<file path="src/rtl/prog_loader.sv">
// Byte-stream program loader: receives a length-prefixed, XOR-checksummed image and
// writes big-endian 32-bit words to instruction memory, holding the core in reset until done.
module prog_loader #(
  parameter int ADDR_WIDTH = 8
) (
  input  logic                  clk,
  input  logic                  reset,
  input  logic                  start,
  input  logic                  rx_valid,
  input  logic [7:0]            rx_data,
  output logic                  rx_ready,
  output logic                  imem_we,
  output logic [ADDR_WIDTH-1:0] imem_addr,
  output logic [31:0]           imem_wdata,
  output logic                  core_reset,
  output logic                  done,
  output logic                  error,
  output logic [15:0]           word_count
);

  typedef enum logic [2:0] {
    IDLE   = 3'd0,
    LEN_HI = 3'd1,
    LEN_LO = 3'd2,
    DATA   = 3'd3,
    CSUM   = 3'd4,
    DONE   = 3'd5,
    ERR    = 3'd6
  } state_t;

  localparam logic [16:0] MAX_WORDS = 17'd1 << ADDR_WIDTH;

  function automatic logic [7:0] csum_next(input logic [7:0] acc, input logic [7:0] b);
    return acc ^ b;
  endfunction

  state_t                  state_r, state_s;
  logic                    rx_ready_r, imem_we_r, core_reset_r, done_r, error_r;
  logic [ADDR_WIDTH-1:0]   imem_addr_r;
  logic [31:0]             imem_wdata_r;
  logic [15:0]             len_r;
  logic [7:0]              len_hi_r, csum_r;
  logic [23:0]             shift_r;
  logic [1:0]              byte_idx_r;
  logic [15:0]             word_idx_r;
  logic                    xfer_s, restart_s, last_word_s;
  logic [16:0]             len_full_s;

  // rx_ready_r mirrors the receiving states, so it doubles as the handshake qualifier
  assign xfer_s      = rx_valid & rx_ready_r;
  assign restart_s   = start & ((state_r == IDLE) | (state_r == DONE) | (state_r == ERR));
  assign len_full_s  = {1'b0, len_hi_r, rx_data};
  assign last_word_s = (byte_idx_r == 2'd3) & (word_idx_r == len_r - 16'd1);

  // Next-state logic
  always_comb begin
    state_s = state_r;
    case (state_r)
      IDLE, DONE, ERR: begin
        if (start) state_s = LEN_HI;
        else       state_s = state_r;
      end
      LEN_HI: begin
        if (xfer_s) state_s = LEN_LO;
        else        state_s = LEN_HI;
      end
      LEN_LO: begin
        if (!xfer_s)                    state_s = LEN_LO;
        else if (len_full_s > MAX_WORDS) state_s = ERR;
        else if (len_full_s == 17'd0)    state_s = CSUM;
        else                             state_s = DATA;
      end
      DATA: begin
        if (xfer_s && last_word_s) state_s = CSUM;
        else                       state_s = DATA;
      end
      CSUM: begin
        if (!xfer_s)               state_s = CSUM;
        else if (rx_data == csum_r) state_s = DONE;
        else                        state_s = ERR;
      end
      default: state_s = IDLE;
    endcase
  end

  // State register and status outputs, decoded from the next state so they line up with it
  always_ff @(posedge clk) begin
    if (reset) begin
      state_r      <= IDLE;
      rx_ready_r   <= 1'b0;
      core_reset_r <= 1'b1;
      done_r       <= 1'b0;
      error_r      <= 1'b0;
    end else begin
      state_r      <= state_s;
      rx_ready_r   <= (state_s == LEN_HI) | (state_s == LEN_LO) | (state_s == DATA) | (state_s == CSUM);
      core_reset_r <= (state_s != DONE);
      done_r       <= (state_s == DONE);
      error_r      <= (state_s == ERR);
    end
  end

  // Header capture, word assembly, checksum accumulation and memory write port
  always_ff @(posedge clk) begin
    if (reset) begin
      imem_we_r    <= 1'b0;
      imem_addr_r  <= '0;
      imem_wdata_r <= 32'd0;
      len_r        <= 16'd0;
      len_hi_r     <= 8'd0;
      csum_r       <= 8'd0;
      shift_r      <= 24'd0;
      byte_idx_r   <= 2'd0;
      word_idx_r   <= 16'd0;
    end else begin
      imem_we_r <= 1'b0;
      if (restart_s) begin
        csum_r     <= 8'd0;
        byte_idx_r <= 2'd0;
        word_idx_r <= 16'd0;
      end
      if (xfer_s) begin
        case (state_r)
          LEN_HI: len_hi_r <= rx_data;
          LEN_LO: len_r    <= {len_hi_r, rx_data};
          DATA: begin
            csum_r     <= csum_next(csum_r, rx_data);
            shift_r    <= {shift_r[15:0], rx_data};
            byte_idx_r <= byte_idx_r + 2'd1;
            if (byte_idx_r == 2'd3) begin
              imem_we_r    <= 1'b1;
              imem_addr_r  <= word_idx_r[ADDR_WIDTH-1:0];
              imem_wdata_r <= {shift_r, rx_data};
              word_idx_r   <= word_idx_r + 16'd1;
            end
          end
          default: ;
        endcase
      end
    end
  end

  assign rx_ready   = rx_ready_r;
  assign imem_we    = imem_we_r;
  assign imem_addr  = imem_addr_r;
  assign imem_wdata = imem_wdata_r;
  assign core_reset = core_reset_r;
  assign done       = done_r;
  assign error      = error_r;
  assign word_count = len_r;

endmodule
</file>
<file path="config.mk">
export PLATFORM = sky130hd
export DESIGN_NAME = prog_loader
export DESIGN_NICKNAME = d
export VERILOG_FILES = /design/src/rtl/prog_loader.sv
export SDC_FILE = /design/constraint.sdc
export NUM_CORES = 1
export LEC_CHECK = 0
export BUFFER_PORTS_ARGS = -buffer_cell sky130_fd_sc_hd__buf_2
export CORE_ASPECT_RATIO = 0.9
export CORE_MARGIN = 2
export CORE_UTILIZATION = 55
export DETAILED_ROUTE_END_ITERATION = 10
export PLACE_DENSITY = 0.77
export SLEW_MARGIN = 25
export SYNTH_ARGS = -nofsm -noshare
export SYNTH_HDL_FRONTEND = slang
export SYNTH_SLANG_ARGS = --single-unit
</file>
<file path="constraint.sdc">
create_clock -name clk -period 6.2 [get_ports clk]
set_clock_uncertainty 0.15 [all_clocks]
set_input_delay 0.31 -clock clk [delete_from_list [all_inputs] [get_ports clk]]
set_output_delay 0.31 -clock clk [all_outputs]
set_load 0.005 [all_outputs]
</file>
# Word-level counts from Yosys, hierarchy flattened
# Index checks and enable logic that the tools add are counted.
totals:
  out_inout_bits: 61
  wordCells: 74
  ff_bits: 122
op_classes:
  n_lt_le_gt_ge: 1
  eq_ne: 16
  bitwise_logic: 11
  reduce_logical: 9
  mux: 20
  add_sub_neg: 3
op_table:
  columns: ["operator", "count"]
  rows:
  - ["$mux 16", 4]
  - ["$mux 8", 3]
  - ["$eq 3x3->1 const B", 6]
  - ["$logic_not 17->1", 1]
  - ["$add 16x1->16 const B", 1]
  - ["$eq 16x16->1", 1]
  - ["$gt 16x9->1 const B", 1]
  - ["$sub 16x1->16 const B", 1]
  - ["$mux 3", 5]
  - ["$pmux 3 s5", 1]
  - ["$eq 3x2->1 const B", 4]
  - ["$mux 2", 6]
  - ["$eq 8x8->1", 1]
  - ["$xor 8x8->8", 1]
  - ["$eq 3x1->1 const B", 2]
  - ["$reduce_and 2->1", 3]
  - ["$reduce_or 3->1", 2]
  - ["$or 1x1->1", 5]
  - ["$and 1x1->1", 3]
  - ["$logic_not 3->1", 1]
  - ["$ne 3x3->1 const B", 1]
  - ["$reduce_and 3->1", 1]
  - ["$add 2x1->2 const B", 1]
  - ["$eq 2x2->1 const B", 1]
  - ["other kinds (3)", 4]

# Logic depth before layout (Yosys ltp)
depth:
  depth_word: 10
  ltp_mapped: 9
  mapped_depth_nobuf: 9

# Least setup slack after synthesis
# OpenSTA, ideal clock, no wires.
synth_timing:
  kind: "register to register"
  start: "register len_r[0], in the netlist word_count[0]"
  end: "register state_r[1]"
  path_stages_with_launch: 10
  arrival_ns: 2.416
  period_less_slack_ns: 2.698
  required_ns: 5.918
  setup_slack_ns: 3.502
  path_cell_list: "dfxtp_1 > inv_1 > ha_1 > or3b_1 > nor3_1 > mux2i_1 > a21oi_1 > or4_4 > o31ai_2 > a21oi_1"
synth_between:
  elab_chain_len: 6
synth_rtl:
  columns: ["element", "line", "source"]
  rows:
  - ["from (decl)", "41", "logic [15:0] len_r;"]
  - ["from (signal assigned)", "125", "LEN_LO: len_r <= {len_hi_r, rx_data};"]
  - ["$sub 16x1->16", "53", "assign last_word_s = (byte_idx_r == 2'd3) & (word_idx_r == len_r - 16'd1);"]
  - ["$eq 16x16->1", "53", null]
  - ["$and 1x1->1", "53", null]
  - ["$logic_and 1x1->1", "74", "if (xfer_s && last_word_s) state_s = CSUM;"]
  - ["$mux 3", "74", null]
  - ["$pmux 3 s5", "58", "case (state_r)"]
  - ["to (signal assigned)", "95", "state_r <= state_s;"]
  - ["to (decl)", "37", "state_t state_r, state_s;"]
# No other way between the ends.
# A chain may end at the register's enable or synchronous reset.

# Worst setup path after layout
# Ends and elaborated chain as after synthesis.

==> impl_metrics.toml <==
[setup_path]
crit_top_cell = "a21oi_1"
rrSetupSlack_ns = 3.25
crit_type = "flop to flop"
crit_slowest_cell = "or4_4"
cp_max_fo = 7
crit_buf_inv = 1
crit_arrival_ns = 3.15
worstSetupEndpointType = "flop"
crit_family = "simple AND/OR/NAND/NOR gates"
rr_worst_depth = 9
rr_endpoint = "state_r[1]"
critical-path-max-stage-delay_ns = 0.55
startpoint_type = "flop"
crit_chain = "inv_1, ha_1, or3b_1, nor3_1, mux2i_1, a21oi_1, or4_4, o31ai_2, a21oi_1"
critPathRequiredTime_ns = 6.40
r2r_start = "word_count[0]"

[global_routing]
grt_pass1_vias = 4575
grt.total_usage_pct = 25.5
antenna_found_initial = 0
grt-ovfl-total = 0
grt_pass1_wl_mm = 21.6
grt_max_degree = 123

[die]
core_um2 = 9530
die_height_um = 97.4
die_w_um = 108
dieArea_um2 = 10500
num_io_pins = 73
rows = 34
initial_core_util_pct = 55.9

[sta]
finalSetupViolCount = 0
worst_pin_slew_ns = 0.862
relSlewSlack_pct = 42.5
slew_viol_final = 0
rsz0062_at_grt = "false"
hold_viol = 0
fin_setup_tns_ns = 0
max_freq_mhz = 339
fin_crit_ns = 2.95
layout_setup_ws_ns = 3.25
period_share_pct = 47.6

[routing]
dr.pass1.iters = 5
drtAntennaViolNets = 0
wire_per_inst_um = 15.0
routed_via_density = 5.56
drt-initial-drc-count = 251
dr_total_vias = 4857
routed_wl_mm = 13.1
drc = 0

[min_path]
hold_path_depth = 2
min_to = "word_idx_r[12]"
hp-class = "primary input to flop"
holdCritStartpoint = "reset"

[clock_network]
cts_buffers = 17
cts_resized = 0
cts_sinks = 122
cts_tree = "built"
htreeDepth = 4
clk_latency_ns = 0.51
cts_buffer_depth = 2
cts-root-buf = "clkbuf_8"
clk_pin_slew_ns = 0.06

[placement]
io_buffers = 72
hpwl_mm = 8.62
pre_cts_ws_ns = 3.28
gp_congestion = 0.939

[synthesis]
synth_xor_area_share_pct = 5.10
yosys_most_used_dff = "dfxtp_1"
yosys.area_share.adder_pct = 0.704
synthMuxAreaShare_pct = 3.24
syn_nets = 693
syn_area_um2 = 5330
synth_edf_count = 0
yosys_warnings = 0
synth_top_family_by_area = "simple AND/OR/NAND/NOR gates"
yosysUniqueCellTypes = 49
synth-seq-cells = 122
async_flop_share_pct = 0
seq_area_frac_synth_pct = 45.8
synth_compound_area_share_pct = 14.6
synthCells = 678
syn_area_per_cell_um2 = 7.86
synthSimpleGateAreaFrac_pct = 26.7

[layout]
utilization_pct = 66.6
area_growth_pct = 19.2
drive_gt1_share_pct = 16.4
layout_commonest_cell = "nand2_1"
final_cell_mix = "nand2_1, dfxtp_1, a21oi_1"
fin_nets = 750
diodes = 0

[power]
ir_drop_v = 0.000165
total_power_mw = 1.78
cellPowerDensity_nw_per_um2 = 280
p_leak_nw = 2.42

[outcome]
status = "finished clean"

[flow_run]
maxCapViolCount = 0
==> per-stage QoR <==
step / hold WS, ns / area, um2 / cells
after detailed placement: 0.294 / 5710 / 834
final: 0.190 / 6350 / 874
after CTS: 0.177 / 6350 / 874
after floorplan: 0.282 / 5330 / 678
after global routing: 0.206 / 6350 / 874
after global placement: 0.290 / 5710 / 834
==> synthesized netlist by cell type, types with 7 or more instances <==
library cell | number | area [um2]
nor2_1 | 57 | 214
nand3_1 | 16 | 80.1
a21oi_1 | 100 | 500
nor3_1 | 16 | 80.1
xor2_1 | 15 | 131
o21ai_0 | 12 | 60.1
clkbuf_1 | 46 | 173
xnor2_1 | 16 | 140
dfxtp_1 | 122 | 2440
nor4_1 | 7 | 43.8
nand2_1 | 175 | 657
mux2i_1 | 15 | 150
==> area by class of cell <==
| type | count | area, um2 |
|---|---|---|
| Fill cell | 803 | 3180 |
| Multi-Input combinational cell | 504 | 2690 |
| Sequential cell | 122 | 2440 |
| Timing Repair Buffer | 86 | 492 |
| Clock buffer | 18 | 418 |
| Tap cell | 126 | 158 |
| Clock inverter | 14 | 139 |
| Inverter | 4 | 15.0 |
==> metal layers <==
layer | vias up | track usage [%] | routed length [um]
li1 | 2410 | - | -
met1 | 2285 | 34.3 | 5950
met2 | 139 | 41.8 | 6240
met3 | 23 | 4.23 | 670
met4 | 0 | 8.19 | 227
met5 | - | 0 | 0
==> cell families after synthesis <==
| family | Yosys count |
|---|---|
| AND/OR/NAND/NOR | 313 |
| AO/OA/AOI/OAI | 140 |
| adder cells (fa/ha/maj) | 3 |
| flip-flops | 122 |
| buffers and inverters | 52 |
| XOR/XNOR | 31 |
| multiplexers | 17 |
==> sequential cells by signal (all words and copies together), names as in the netlist <==
name	count
imem_wdata	32
shift_r	24
word_count	16
word_idx_r	16
csum_r	8
imem_addr	8
len_hi_r	8
state_r	3
byte_idx_r	2
core_reset	1
done	1
error	1
imem_we	1
rx_ready	1
==> where the power goes <==
group          internal (mW)  switching, mW  total, mW  leakage, nW
Clock                  0.539          0.377      0.916        0.259
Combinational         0.0228         0.0458     0.0686         1.18
Sequential             0.788        0.00529      0.793        0.983
Total                   1.35          0.428       1.78         2.42
==> what timing repair did <==
action	4_1_cts	5_1_grt
endpoints found under the hold margin	22	0
setup buffers	0	0
hold buffers	8	0
setup endpoints to repair	0	0
==> worst max path at each step <==
stage                        startpoint          to  slack, ns  depth (start not counted)
after detailed placement  word_count[0]  state_r[1]       3.28                          9
after global routing      word_count[0]  state_r[0]       3.07                          9
after floorplan           word_count[0]  state_r[1]       3.50                          9
after global placement    word_count[0]  state_r[1]       3.36                          9
after CTS                 word_count[0]  state_r[1]       3.24                          9
final                     word_count[0]  state_r[1]       3.25                          9
No activity file was read; power rests on OpenSTA's default activity.
